[src/rtl/v2_pulse_analyzer_pkg.sv]
// Shared constants, FSM state type and result record for the v2 pulse-height analyzer.
package v2_param;

    localparam int V2_WIDTH     = 16;
    localparam int V2_THR       = 100;
    localparam int V2_HOLDOFF   = 4;
    localparam int V2_MAX_WIDTH = 20;
    localparam int V2_TS_WIDTH  = 32;
    localparam int V2_PW_WIDTH  = 8;

    typedef enum logic [1:0] {
        IDLE,
        RISE,
        HOLD
    } v2_pa_state_t;

    // "time" is a reserved word, so the timestamp field is called stamp.
    typedef struct packed {
        logic [V2_WIDTH-1:0]    amp;
        logic [V2_TS_WIDTH-1:0] stamp;
        logic [V2_PW_WIDTH-1:0] width;
        logic                   pileup;
    } v2_peak_t;

endpackage

[src/rtl/v2_pulse_analyzer_result_reg.sv]
// One-entry valid/ready result holding register; a result arriving while full and stalled is dropped.
module v2_result_reg
    import v2_param::*;
#(
    parameter type peak_t = v2_peak_t
) (
    input  logic  clk,
    input  logic  reset,
    input  logic  emit,
    input  peak_t emit_data,
    input  logic  peak_ready,
    output logic  peak_valid,
    output peak_t peak,
    output logic  overflow
);

    always_ff @(posedge clk or posedge reset) begin
        if (reset) begin
            peak_valid <= 1'b0;
            peak       <= '0;
            overflow   <= 1'b0;
        end else begin
            if (emit && (!peak_valid || peak_ready)) begin
                peak       <= emit_data;
                peak_valid <= 1'b1;
            end else if (emit) begin
                overflow   <= 1'b1;
            end else if (peak_valid && peak_ready) begin
                peak_valid <= 1'b0;
            end
        end
    end

endmodule

[src/rtl/v2_pulse_analyzer.sv]
// Threshold-triggered pulse analyzer: tracks peak amplitude/time, time-over-threshold and pile-up per pulse.
module v2_pulse_analyzer #(
    parameter int V2_WIDTH     = v2_param::V2_WIDTH,
    parameter int V2_THR       = v2_param::V2_THR,
    parameter int V2_HOLDOFF   = v2_param::V2_HOLDOFF,
    parameter int V2_MAX_WIDTH = v2_param::V2_MAX_WIDTH,
    parameter int V2_TS_WIDTH  = v2_param::V2_TS_WIDTH,
    parameter int V2_PW_WIDTH  = v2_param::V2_PW_WIDTH
) (
    input  logic                   clk,
    input  logic                   reset,
    input  logic [V2_WIDTH-1:0]    input_data,
    input  logic                   peak_ready,
    output logic                   peak_valid,
    output logic [V2_WIDTH-1:0]    peak_amp,
    output logic [V2_TS_WIDTH-1:0] peak_time,
    output logic [V2_PW_WIDTH-1:0] peak_width,
    output logic                   peak_pileup,
    output logic                   overflow,
    output logic                   busy
);
    import v2_param::v2_pa_state_t;
    import v2_param::IDLE;
    import v2_param::RISE;
    import v2_param::HOLD;

    // Same layout as v2_param::v2_peak_t, but following this instance's widths.
    typedef struct packed {
        logic [V2_WIDTH-1:0]    amp;
        logic [V2_TS_WIDTH-1:0] stamp;
        logic [V2_PW_WIDTH-1:0] width;
        logic                   pileup;
    } peak_t;

    localparam int PILE_W = $clog2(V2_MAX_WIDTH + 2);
    localparam logic [PILE_W-1:0]      PILE_SAT  = PILE_W'(V2_MAX_WIDTH + 1);
    localparam logic [PILE_W-1:0]      PILE_MAX  = PILE_W'(V2_MAX_WIDTH);
    localparam logic signed [V2_WIDTH-1:0] THR_S = V2_WIDTH'(V2_THR);
    localparam logic [7:0]             HOLD_LOAD = (V2_HOLDOFF == 0) ? 8'd0 : 8'(V2_HOLDOFF - 1);

    v2_pa_state_t state, state_nx;

    logic signed [V2_WIDTH-1:0] sample;
    logic signed [V2_WIDTH-1:0] max_amp;
    logic [V2_TS_WIDTH-1:0]     ts;
    logic [V2_TS_WIDTH-1:0]     tmax;
    logic [V2_PW_WIDTH-1:0]     pw_cnt;
    logic [PILE_W-1:0]          pile_cnt;
    logic [7:0]                 hold_cnt;
    logic                       above;
    logic                       start;
    logic                       extend;
    logic                       emit;
    peak_t                      emit_data;
    peak_t                      peak;

    assign sample = $signed(input_data);
    assign above  = sample > THR_S;

    always_ff @(posedge clk or posedge reset) begin
        if (reset) state <= IDLE;
        else       state <= state_nx;
    end

    always_comb begin
        state_nx = state;
        start    = 1'b0;
        extend   = 1'b0;
        emit     = 1'b0;
        case (state)
            IDLE: begin
                if (above) begin
                    state_nx = RISE;
                    start    = 1'b1;
                end
            end
            RISE: begin
                if (above) begin
                    extend = 1'b1;
                end else begin
                    emit     = 1'b1;
                    state_nx = (V2_HOLDOFF == 0) ? IDLE : HOLD;
                end
            end
            HOLD: begin
                if (hold_cnt == 8'd0) state_nx = IDLE;
            end
            default: state_nx = IDLE;
        endcase
    end

    always_ff @(posedge clk or posedge reset) begin
        if (reset) begin
            ts       <= '0;
            max_amp  <= '0;
            tmax     <= '0;
            pw_cnt   <= '0;
            pile_cnt <= '0;
            hold_cnt <= '0;
        end else begin
            ts <= ts + V2_TS_WIDTH'(1);
            if (start) begin
                max_amp  <= sample;
                tmax     <= ts;
                pw_cnt   <= V2_PW_WIDTH'(1);
                pile_cnt <= PILE_W'(1);
            end
            if (extend) begin
                if (pw_cnt != '1)         pw_cnt   <= pw_cnt + V2_PW_WIDTH'(1);
                if (pile_cnt != PILE_SAT) pile_cnt <= pile_cnt + PILE_W'(1);
                // Strict compare: on a tie the earlier timestamp is kept.
                if (sample > max_amp) begin
                    max_amp <= sample;
                    tmax    <= ts;
                end
            end
            if (emit)                                       hold_cnt <= HOLD_LOAD;
            else if (state == HOLD && hold_cnt != 8'd0)     hold_cnt <= hold_cnt - 8'd1;
        end
    end

    assign emit_data = '{amp:    max_amp,
                         stamp:  tmax,
                         width:  pw_cnt,
                         pileup: (pile_cnt > PILE_MAX)};

    v2_result_reg #(
        .peak_t (peak_t)
    ) u_result_reg (
        .clk        (clk),
        .reset      (reset),
        .emit       (emit),
        .emit_data  (emit_data),
        .peak_ready (peak_ready),
        .peak_valid (peak_valid),
        .peak       (peak),
        .overflow   (overflow)
    );

    assign peak_amp    = peak.amp;
    assign peak_time   = peak.stamp;
    assign peak_width  = peak.width;
    assign peak_pileup = peak.pileup;
    assign busy        = (state != IDLE);

endmodule

[config.mk]
export PLATFORM = sky130hd
export DESIGN_NAME = v2_pulse_analyzer
export DESIGN_NICKNAME = d
export VERILOG_FILES = /design/src/rtl/v2_pulse_analyzer_pkg.sv /design/src/rtl/v2_pulse_analyzer_result_reg.sv /design/src/rtl/v2_pulse_analyzer.sv
export SDC_FILE = /design/constraint.sdc
export NUM_CORES = 1
export LEC_CHECK = 0
export ABC_AREA = 1
export BUFFER_PORTS_ARGS = -buffer_cell sky130_fd_sc_hd__buf_2
export CAP_MARGIN = 20
export CORE_ASPECT_RATIO = 1.25
export CORE_MARGIN = 3
export CORE_UTILIZATION = 45
export DETAILED_ROUTE_END_ITERATION = 8
export SETUP_SLACK_MARGIN = 0.1
export SLEW_MARGIN = 20
export SYNTH_ARGS = -nofsm -noshare
export SYNTH_HDL_FRONTEND = slang
export SYNTH_SLANG_ARGS = --single-unit
[constraint.sdc]
create_clock -name clk -period 5.93 [get_ports clk]
set_clock_uncertainty 0.2 [all_clocks]
set_input_delay 0.593 -clock clk [delete_from_list [all_inputs] [get_ports clk]]
set_output_delay 0.593 -clock clk [all_outputs]
set_load 0.01 [all_outputs]
==> summary.md, run 1 <==
| Metric | Value |
|---|---|
| Main combinational cell family by area after synthesis | `simple AND/OR/NAND/NOR gates` |
| Setup repair after global routing missed its margin | `false` |
| Tmin final | `approximately 2600 ps` |
| Clock Root Buffer | `sky130_fd_sc_hd__clkbuf_16` |
| Wire per inst | `13.3 um` |
| Number of hold violations in the final report | `0` |
| Syn Area/Cell | `~9 um2` |
| Area of the mapped netlist | `around 7300 um2` |
| Worst hold-check path type | `input port to asynchronous set/reset pin` |
| Estimated wirelength of the detail-placed design | `around 9600 um` |
| Multiplexer fraction of the synthesized cell area | `0` |
| Total negative setup slack | `0 ps` |
| Yosys warns | `0` |
| Core occupancy in the finished layout | `0.537` |
| Chip height | `approximately 150 um` |
| Clock share of power | `0.344` |
| Switch share | `0.315` |
| Library cell with the largest summed area after synthesis | `sky130_fd_sc_hd__dfrtp_1` |
| Sum of overflow across all layers after global routing | `0` |
| Vias in the first global route | `between 5000 and 6000` |
| Sequential-to-total area share from yosys stat | `0.553` |
| Core area | `between 15000 and 20000 um2` |
| Startpoint of the worst register-to-register path | `max_amp[15]` |
| Share of cells above drive strength 1 | `0.152` |
| Die Footprint | `17900 um2` |
| Post-CTS Hold Buffers | `0` |
| Crit path setup slack, layout | `around 3300 ps` |
| Global placement routability congestion | `roughly 0.76` |
| Biggest area contributors in the synthesized netlist | `sky130_fd_sc_hd__dfrtp_1 55%, sky130_fd_sc_hd__nand2_1 15%, sky130_fd_sc_hd__nand3_1 5.0%` |
| Final nets | `just over 900` |
| Total power consumption of the routed design | `approximately 3.4 mW` |
| Lkg Pwr | `~4.6 nW` |
| Kind of launch point of the worst setup path | `input port` |
| CTS H-Tree Depth | `4` |
| Endpoint of the most critical register-to-register path | `tmax[23]` |
| Final ANT Viol Nets | `0` |
| Fraction of the mapped netlist area in adder cells | `0.0393` |
| Launch point of the critical path | `input_data[10]` |
| Total via count in the routed design | `5400` |
| Count of buffers from port buffering | `slightly below 80` |
| Met1 Usage GRT | `0.225` |
| M2 GR Usage | `0.305` |
| Final WL | `between 10000 and 15000 um` |
| Yosys cell types | `38` |
| Number of placed I/O pins | `between 70 and 80` |
| Fraction of power consumed by combinational cells | `0.233` |
| Highest fanout seen on the critical path | `53` |
| Peak supply drop | `approximately 0.22 mV` |
| Count of antenna diodes in the layout | `0` |
| Router iterations before antenna repair | `6` |
| Global Route met3 Usage | `0.0388` |
| Slew Limit Headroom | `0.379` |
| Chip width | `120 um` |
| Number of post-CTS setup repair buffers | `0` |
| Max-cap violations | `0` |
| P per Cell Area | `around 400 nW/um2` |
| Layout Area Growth over Synthesis | `15.5%` |
| Syn_nets | `between 800 and 900` |
| Number of endpoints failing setup at the final stage | `0` |
| Pin count of the biggest net entering global routing | `approximately 100` |
| Arrival time at the worst endpoint | `2740 ps` |
| Slew at the pin closest to its max-slew limit | `approximately 930 ps` |
| Setup slack on the worst flop-to-flop path | `about 3300 ps` |
| Instance count of the mapped netlist | `between 800 and 900` |
| Starting Density | `0.465` |
| Simple-gate share of the synthesized area | `0.264` |
| Complex-gate fraction of the synthesized area | `0.0423` |
| Element type at the critical path end | `register` |
| Share of the cycle needed by the critical path after routing | `0.446` |
| Fill cell total of the finished layout | `1507` |
| Insertion delay to the later sink of the worst-skew pair | `420 ps` |
| Quantity of gates resized following cts | `0` |
| Via-per-instance ratio | `4.86` |
| CTS sink count | `between 150 and 200` |
| Cell Int Power | `between 2 and 2.5 mW` |
| Multi-input gate area in the final layout | `2860 um2` |
| Worst EP required | `6030 ps` |
| Switching pwr | `roughly 1.1 mW` |
| Initial detailed-routing violation count | `between 300 and 400` |
| CTS tree | `done` |
| Number of rows in the core area | `51` |
| Seq cells post-synth | `around 160` |
| Outcome | `finished clean` |
| Fraction of synthesized cell area taken by the top area cell type | `0.553` |
| GRT busiest layer | `met2` |
| Setup CP Type | `input port to register` |
| Inserted Clock Buffers | `17` |
| Worst R2R Path Depth | `12` |
| Final count of pins violating max slew | `0` |
| Clock-pin slew on the worst setup and hold paths | `about 60 ps` |
| Portion of total power attributed to sequential cells | `0.423` |
| Buffers from clock root to sink, at most | `2` |
| Overall global routing resource usage | `0.177` |
| Number of antenna violations at the first check in global routing | `0` |
| Xor-xnor portion of the synthesized cell area | `0.0442` |
| Maximum clock frequency | `378 MHz` |
| Footprint of the flip-flops and latches | `between 4000 and 5000 um2` |
| First-pass GRT wire length | `between 20000 and 30000 um` |
| Total DRC errors in the routed layout | `0` |
| Worst-case hold slack | `179 ps` |
| Worst setup slack after placement | `about 2800 ps` |
[registers in the layout, summed over array words and instances, names as in the netlist]
| signal | flops |
|---|---|
| state | 2 |
| pile_cnt | 5 |
| u_result_reg.overflow | 1 |
| u_result_reg.peak | 57 |
| max_amp | 16 |
| u_result_reg.peak_valid | 1 |
| tmax | 32 |
| ts | 32 |
| hold_cnt | 8 |
| pw_cnt | 8 |
[cells in the mapped netlist]
cell type	instances
sky130_fd_sc_hd__inv_1	63
sky130_fd_sc_hd__nor3b_1	1
sky130_fd_sc_hd__o21ai_0	38
sky130_fd_sc_hd__nand2_2	5
sky130_fd_sc_hd__o21ai_1	1
sky130_fd_sc_hd__o211ai_1	1
sky130_fd_sc_hd__dfrtp_1	162
sky130_fd_sc_hd__nand4_4	1
sky130_fd_sc_hd__a21oi_1	14
sky130_fd_sc_hd__nor3_1	5
sky130_fd_sc_hd__buf_2	11
sky130_fd_sc_hd__clkbuf_2	1
sky130_fd_sc_hd__buf_4	2
sky130_fd_sc_hd__nand2_1	293
sky130_fd_sc_hd__xor2_1	19
sky130_fd_sc_hd__a21o_1	1
sky130_fd_sc_hd__nor3_4	1
sky130_fd_sc_hd__nor4_1	3
sky130_fd_sc_hd__ha_1	23
sky130_fd_sc_hd__nand2_4	2
sky130_fd_sc_hd__a21oi_4	1
sky130_fd_sc_hd__o21bai_1	1
sky130_fd_sc_hd__nor4_2	1
sky130_fd_sc_hd__nand3b_1	1
sky130_fd_sc_hd__nor2_8	1
sky130_fd_sc_hd__nor2_2	5
sky130_fd_sc_hd__o22ai_1	1
sky130_fd_sc_hd__nand3_1	73
sky130_fd_sc_hd__xnor2_1	18
sky130_fd_sc_hd__nand3b_2	1
sky130_fd_sc_hd__nand4_1	7
sky130_fd_sc_hd__nor2_1	38
sky130_fd_sc_hd__inv_2	1
sky130_fd_sc_hd__buf_6	7
sky130_fd_sc_hd__nand3_2	1
sky130_fd_sc_hd__inv_4	1
sky130_fd_sc_hd__nor2_4	4
sky130_fd_sc_hd__clkbuf_1	5
[power groups by stage]
stage	clock, mW	sequential [mW]	combinational (mW)
5_1_grt	1.23	1.44	0.921
6_report	1.15	1.42	0.783
3_5_place_dp	0	1.44	0.800
4_1_cts	1.18	1.42	0.803
3_3_place_gp	0	1.43	0.789
2_1_floorplan	0	1.46	0.543
[worst max-delay path by stage]
| stage | end | slack (ps) |
|---|---|---|
| floorplan | hold_cnt[0] | 760 |
| global placement | tmax[22] | 2800 |
| detailed placement | tmax[23] | 2800 |
| CTS | tmax[23] | 3240 |
| global route | tmax[29] | 2950 |
| finish | tmax[23] | 3280 |
[through the flow]
stage               instances  area (um2)
floorplan                 814        7330
global placement         1081        7840
detailed placement       1081        7840
CTS                      1112        8460
global route             1112        8460
finish                   1112        8460
[critical path: stages]
cell,delay (ps)
sky130_fd_sc_hd__buf_2,120
sky130_fd_sc_hd__nor2_1,100
sky130_fd_sc_hd__nand2_1,80
sky130_fd_sc_hd__nor2_2,170
sky130_fd_sc_hd__a21oi_4,110
sky130_fd_sc_hd__nand3_2,60
sky130_fd_sc_hd__buf_4,480
sky130_fd_sc_hd__nand2_2,690
sky130_fd_sc_hd__nand2_1,230
sky130_fd_sc_hd__nand2_1,80
[per-layer routing]
layer,vias to the layer above,routed length (um)
li1,2718,-
met1,2588,6860
met2,84,7340
met3,10,463
met4,0,137
met5,-,0
[cells in the final DEF (no fill, tap or decap), drive strengths merged]
master    netlist  routed
a21o            1       1
a21oi          15      15
buf            20      81
bufinv          0       4
clkbuf          6      21
clkinv          0       3
clkinvlp        0       3
dfrtp         162     162
ha             23      23
inv            65      65
nand2         300     300
nand3          74      74
nand3b          2       2
nand4           8       8
nor2           48      48
nor3            6       6
nor3b           1       1
nor4            4       4
o211ai          1       1
o21ai          39      39
o21bai          1       1
o22ai           1       1
xnor2          18      18
xor2           19      19
[kinds of logic (layout without fill, tap and decap cells)]
logic type | count (synthesis) | in the layout
buffers and inverters | 91 | 177
adders and majority gates | 23 | 23
and+or+nand+nor | 443 | 443
DFF | 162 | 162
AOI/OAI and AO/OA | 58 | 58
xor gates and xnor gates | 37 | 37
[layout make-up]
class | instances | share of cell area
flip-flops and latches | 162 | 0.479
clock buffers | 21 | 0.0544
well taps | 212 | 0.0314
inverters | 65 | 0.0297
repair buffers | 81 | 0.0488
clock inverters | 10 | 0.0186
multi-input cells | 561 | 0.338
No activity file was read; power rests on OpenSTA's default activity.
==> inputs of run 2 (changes only) <==
- ABC_AREA: 1 -> 0
- clock period: 5.93 -> 2.75 ns (I/O delays scaled with it)
==> run 2 against run 1 <==
  * Register-to-register slack worse by 3300 ps
  * Largest cell class unchanged
  * Routed wire length fell by 2.8%
  * Die area down 4.1%
  * Via count decreased by 16%
  * Sequential share of layout area decreased by 2.5 points
  * Critical path type is now register to register
  * Worst setup slack lost 3300 ps
  * Area after synthesis is 4.3% lower
  * Largest power group unchanged
==> summary.md, run 2 <==
| Metric | Value |
|---|---|
| Syn Area/Cell | `13.1 um2 (+45%)` |
| Die Footprint | `17100 um2 (-4.1%)` |
| Number of hold violations in the final report | `0 (unchanged)` |
| Final ANT Viol Nets | `0 (unchanged)` |
| Peak supply drop | `0.433 mV (+99%)` |
| Endpoint of the most critical register-to-register path | `tmax[15]` |
| Sequential-to-total area share from yosys stat | `0.578 (+0.0250)` |
| Chip width | `118 um (-2.1%)` |
| Fraction of the mapped netlist area in adder cells | `0.0410 (+0.00177)` |
| Yosys warns | `0 (unchanged)` |
| Main combinational cell family by area after synthesis | `multiplexers` |
| First-pass GRT wire length | `23700 um (-7.3%)` |
| Element type at the critical path end | `register` |
| P per Cell Area | `885 nW/um2 (+120%)` |
| Inserted Clock Buffers | `17 (unchanged)` |
| Setup CP Type | `register to register` |
| Wire per inst | `16.1 um (+21%)` |
| Simple-gate share of the synthesized area | `0.0935 (-0.170)` |
| Area of the mapped netlist | `7010 um2 (-4.3%)` |
| Pin count of the biggest net entering global routing | `76 (-26%)` |
| Startpoint of the worst register-to-register path | `max_amp[1]` |
| Most common cell in the synthesized netlist | `sky130_fd_sc_hd__dfrtp_1` |
| Share of the cycle needed by the critical path after routing | `0.996` |
| Clock-pin slew on the worst setup and hold paths | `60 ps (about the same)` |
| Fill cell total of the finished layout | `1231 (-18%)` |
| CTS sink count | `162 (unchanged)` |
| Share of cells above drive strength 1 | `0.357 (+0.205)` |
| Xor-xnor portion of the synthesized cell area | `0.0462 (+0.00200)` |
| Syn_nets | `578 (-32%)` |
| Top library cells by usage in the layout, fill and taps aside | `162 x sky130_fd_sc_hd__dfrtp_1, 78 x sky130_fd_sc_hd__buf_2, 67 x sky130_fd_sc_hd__mux2_2` |
| Via-per-instance ratio | `5.09 (+4.8%)` |
| Hold EP | `max_amp[11]` |
| Total power consumption of the routed design | `7.90 mW (+140%)` |
| Estimated wirelength of the detail-placed design | `8920 um (-6.7%)` |
| Chip height | `146 um (-2.1%)` |
| Instance count along the most critical hold path | `3` |
| Arrival time at the worst endpoint | `2840 ps (+100 ps)` |
| Multiplexer fraction of the synthesized cell area | `0.170 (+0.170)` |
| Outcome | `finished clean` |
| Total DRC errors in the routed layout | `0 (unchanged)` |
| Slew at the pin closest to its max-slew limit | `553 ps (-376 ps)` |
| Largest reg by FF count | `u_result_reg.peak` |
| Maximum clock frequency | `between 300 and 400 MHz` |
| Tmin final | `approximately 2700 ps` |
| Library cell with the largest summed area after synthesis | `sky130_fd_sc_hd__dfrtp_1` |
| Post-synth EDFFs | `0 (unchanged)` |
| Number of placed I/O pins | `79 (unchanged)` |
| Most instantiated flip-flop cell in the synthesis netlist | `sky130_fd_sc_hd__dfrtp_1` |
| Biggest area contributors in the synthesized netlist | `sky130_fd_sc_hd__dfrtp_1 58%, sky130_fd_sc_hd__mux2_2 13%, sky130_fd_sc_hd__mux2_1 4.3%` |
| Lkg Pwr | `4.32 nW (-6.0%)` |
| Post-synthesis async set-or-reset flop share | `1.00 (unchanged)` |
| Core area | `15100 um2 (-3.9%)` |
| Number of antenna violations at the first check in global routing | `0 (unchanged)` |
| CTS H-Tree Depth | `4 (unchanged)` |
| Worst R2R Path Depth | `10 (-2)` |
| Slew Limit Headroom | `0.631 (+0.252)` |
| Count of buffers from port buffering | `78 (unchanged)` |
| Worst hold-check path type | `input port to register` |
| Highest fanout seen on the critical path | `5 (-91%)` |
| Kind of launch point of the worst setup path | `register` |
| Instance count of the mapped netlist | `536 (-34%)` |
| Final WL | `14400 um (-2.8%)` |
| Worst hold start | `input_data[11]` |
| Total via count in the routed design | `4536 (-16%)` |
| Number of endpoints failing setup at the final stage | `0 (unchanged)` |
| Starting Density | `0.463 (-0.00181)` |
| Max-cap violations | `0 (unchanged)` |
| Buffers from clock root to sink, at most | `2 (unchanged)` |
| Max FFs per register | `57 (unchanged)` |
| Global placement routability congestion | `0.774 (+1.3%)` |
| CTS tree | `done` |
| Setup slack on the worst flop-to-flop path | `10 ps (-3330 ps)` |
| Number of rows in the core area | `50 (-2.0%)` |
| Seq cells post-synth | `162 (unchanged)` |
| Router iterations before antenna repair | `4 (-2)` |
| Setup repair after global routing missed its margin | `true` |
| Overall global routing resource usage | `0.168 (-0.00898)` |
| Count of antenna diodes in the layout | `0 (unchanged)` |
| Final count of pins violating max slew | `0 (unchanged)` |
| Core occupancy in the finished layout | `0.589 (+0.0523)` |
| Fraction of synthesized cell area taken by the top area cell type | `0.578 (+0.0250)` |
| Insertion delay to the later sink of the worst-skew pair | `420 ps (about the same)` |
| Initial detailed-routing violation count | `123 (-64%)` |
| Final nets | `712 (-23%)` |
| Clock Root Buffer | `sky130_fd_sc_hd__clkbuf_16` |
| Worst EP required | `2850 ps (-3180 ps)` |
| Layout Area Growth over Synthesis | `27.2%` |
| Yosys cell types | `45 (+18%)` |
| Biggest registers after layout | `u_result_reg.peak (57), tmax (32), ts (32)` |
| Complex-gate fraction of the synthesized area | `0.0414 (-0.000943)` |
| Most common cell after layout, fill and taps aside | `sky130_fd_sc_hd__dfrtp_1` |
| Sum of overflow across all layers after global routing | `0 (unchanged)` |
| Leading cell types by count after synthesis | `162 x sky130_fd_sc_hd__dfrtp_1, 78 x sky130_fd_sc_hd__mux2_2, 34 x sky130_fd_sc_hd__xnor2_1` |
| Vias in the first global route | `4877 (-9.0%)` |
==> run 2: changes by cell type after synthesis, sizes merged, moves of 5 or more <==
cell and change:
buf -8, or3 +7, inv -35, nand2 -277
nand3 -53, o21ai -30, nor4 +7, xor2 -16
nor2 -29, xnor2 +16, nor3 -5, mux2 +105
and3 +7
==> run 2: how the worst max path moves through the flow <==
stage	startpoint	endpoint	slack (ps)	cells past startpoint
after global routing	max_amp[1]	tmax[6]	-90	10
final	max_amp[1]	tmax[15]	10	10
after global placement	input_data[1]	tmax[16]	-140	9
after floorplan	max_amp[1]	max_amp[0]	210	10
after detailed placement	input_data[1]	tmax[17]	-150	9
after CTS	max_amp[15]	tmax[17]	2	10
==> run 2: worst max-delay path, cell delays in order, from the launching register on <==
cell	delay [ps]
sky130_fd_sc_hd__dfrtp_1	380
sky130_fd_sc_hd__inv_2	70
sky130_fd_sc_hd__ha_4	190
sky130_fd_sc_hd__nor2b_4	120
sky130_fd_sc_hd__o211ai_1	220
sky130_fd_sc_hd__a21oi_2	110
sky130_fd_sc_hd__nor4_4	340
sky130_fd_sc_hd__mux2i_4	330
sky130_fd_sc_hd__buf_6	180
sky130_fd_sc_hd__clkbuf_16	170
sky130_fd_sc_hd__mux2_4	300
==> run 2: where the power goes <==
part / leakage, nW / total, mW / internal [mW] / switching (mW)
Sequential: 2.12 / 3.13 / 2.82 / 0.304
Combinational: 1.90 / 2.36 / 1.24 / 1.12
Clock: 0.292 / 2.41 / 1.48 / 0.923
==> run 2: layer usage <==
metal,part of all wire,vias up,track usage
li1,-,2151,-
met1,0.44,2281,0.209
met2,0.51,82,0.289
met3,0.030,22,0.0358
met4,0.021,0,0.0628
met5,0,-,0
==> run 2: cell families (layout without fill, tap and decap cells) <==
| logic type | after synthesis | count (layout) |
|---|---|---|
| adders and majority gates | 23 | 23 |
| AOI/OAI and AO/OA | 43 | 43 |
| muxes | 106 | 106 |
| xor gates and xnor gates | 37 | 37 |
| buffers and inverters | 45 | 192 |
| DFF | 162 | 162 |
| and+or+nand+nor | 120 | 120 |
==> run 2: area by class of cell <==
cell class,count,area [um2],share of cell area
inverters,31,120,0.0135
flip-flops and latches,162,4050,0.455
repair buffers,129,962,0.108
clock buffers,25,515,0.0578
multi-input cells,329,2910,0.326
well taps,208,260,0.0292
clock inverters,7,96.3,0.0108
==> run 2: through the flow <==
step / instance area, um2 / instances / setup slack, ps / setup TNS, ps / hold WS (ps)
2_1_floorplan: 7010 / 536 / 207 / 0 / 210
3_3_place_gp: 7830 / 832 / -138 / -5540 / 143
3_5_place_dp: 7830 / 832 / -146 / -5390 / 146
4_1_cts: 8630 / 881 / 2.23 / 0 / 9.16
5_1_grt: 8920 / 891 / -93.0 / -3490 / 36.7
6_report: 8920 / 891 / 11.4 / 0 / 27.6
==> run 2: repair_timing <==
item / CTS / global route
hold buffers: 14 / 0
resized for setup: 2 / 29
buffers inserted: 2 / 6
pin swaps: 0 / 7
hold endpoints to repair: 33 / 0
setup endpoints to repair: 47 / 49
gates cloned: 1 / 4
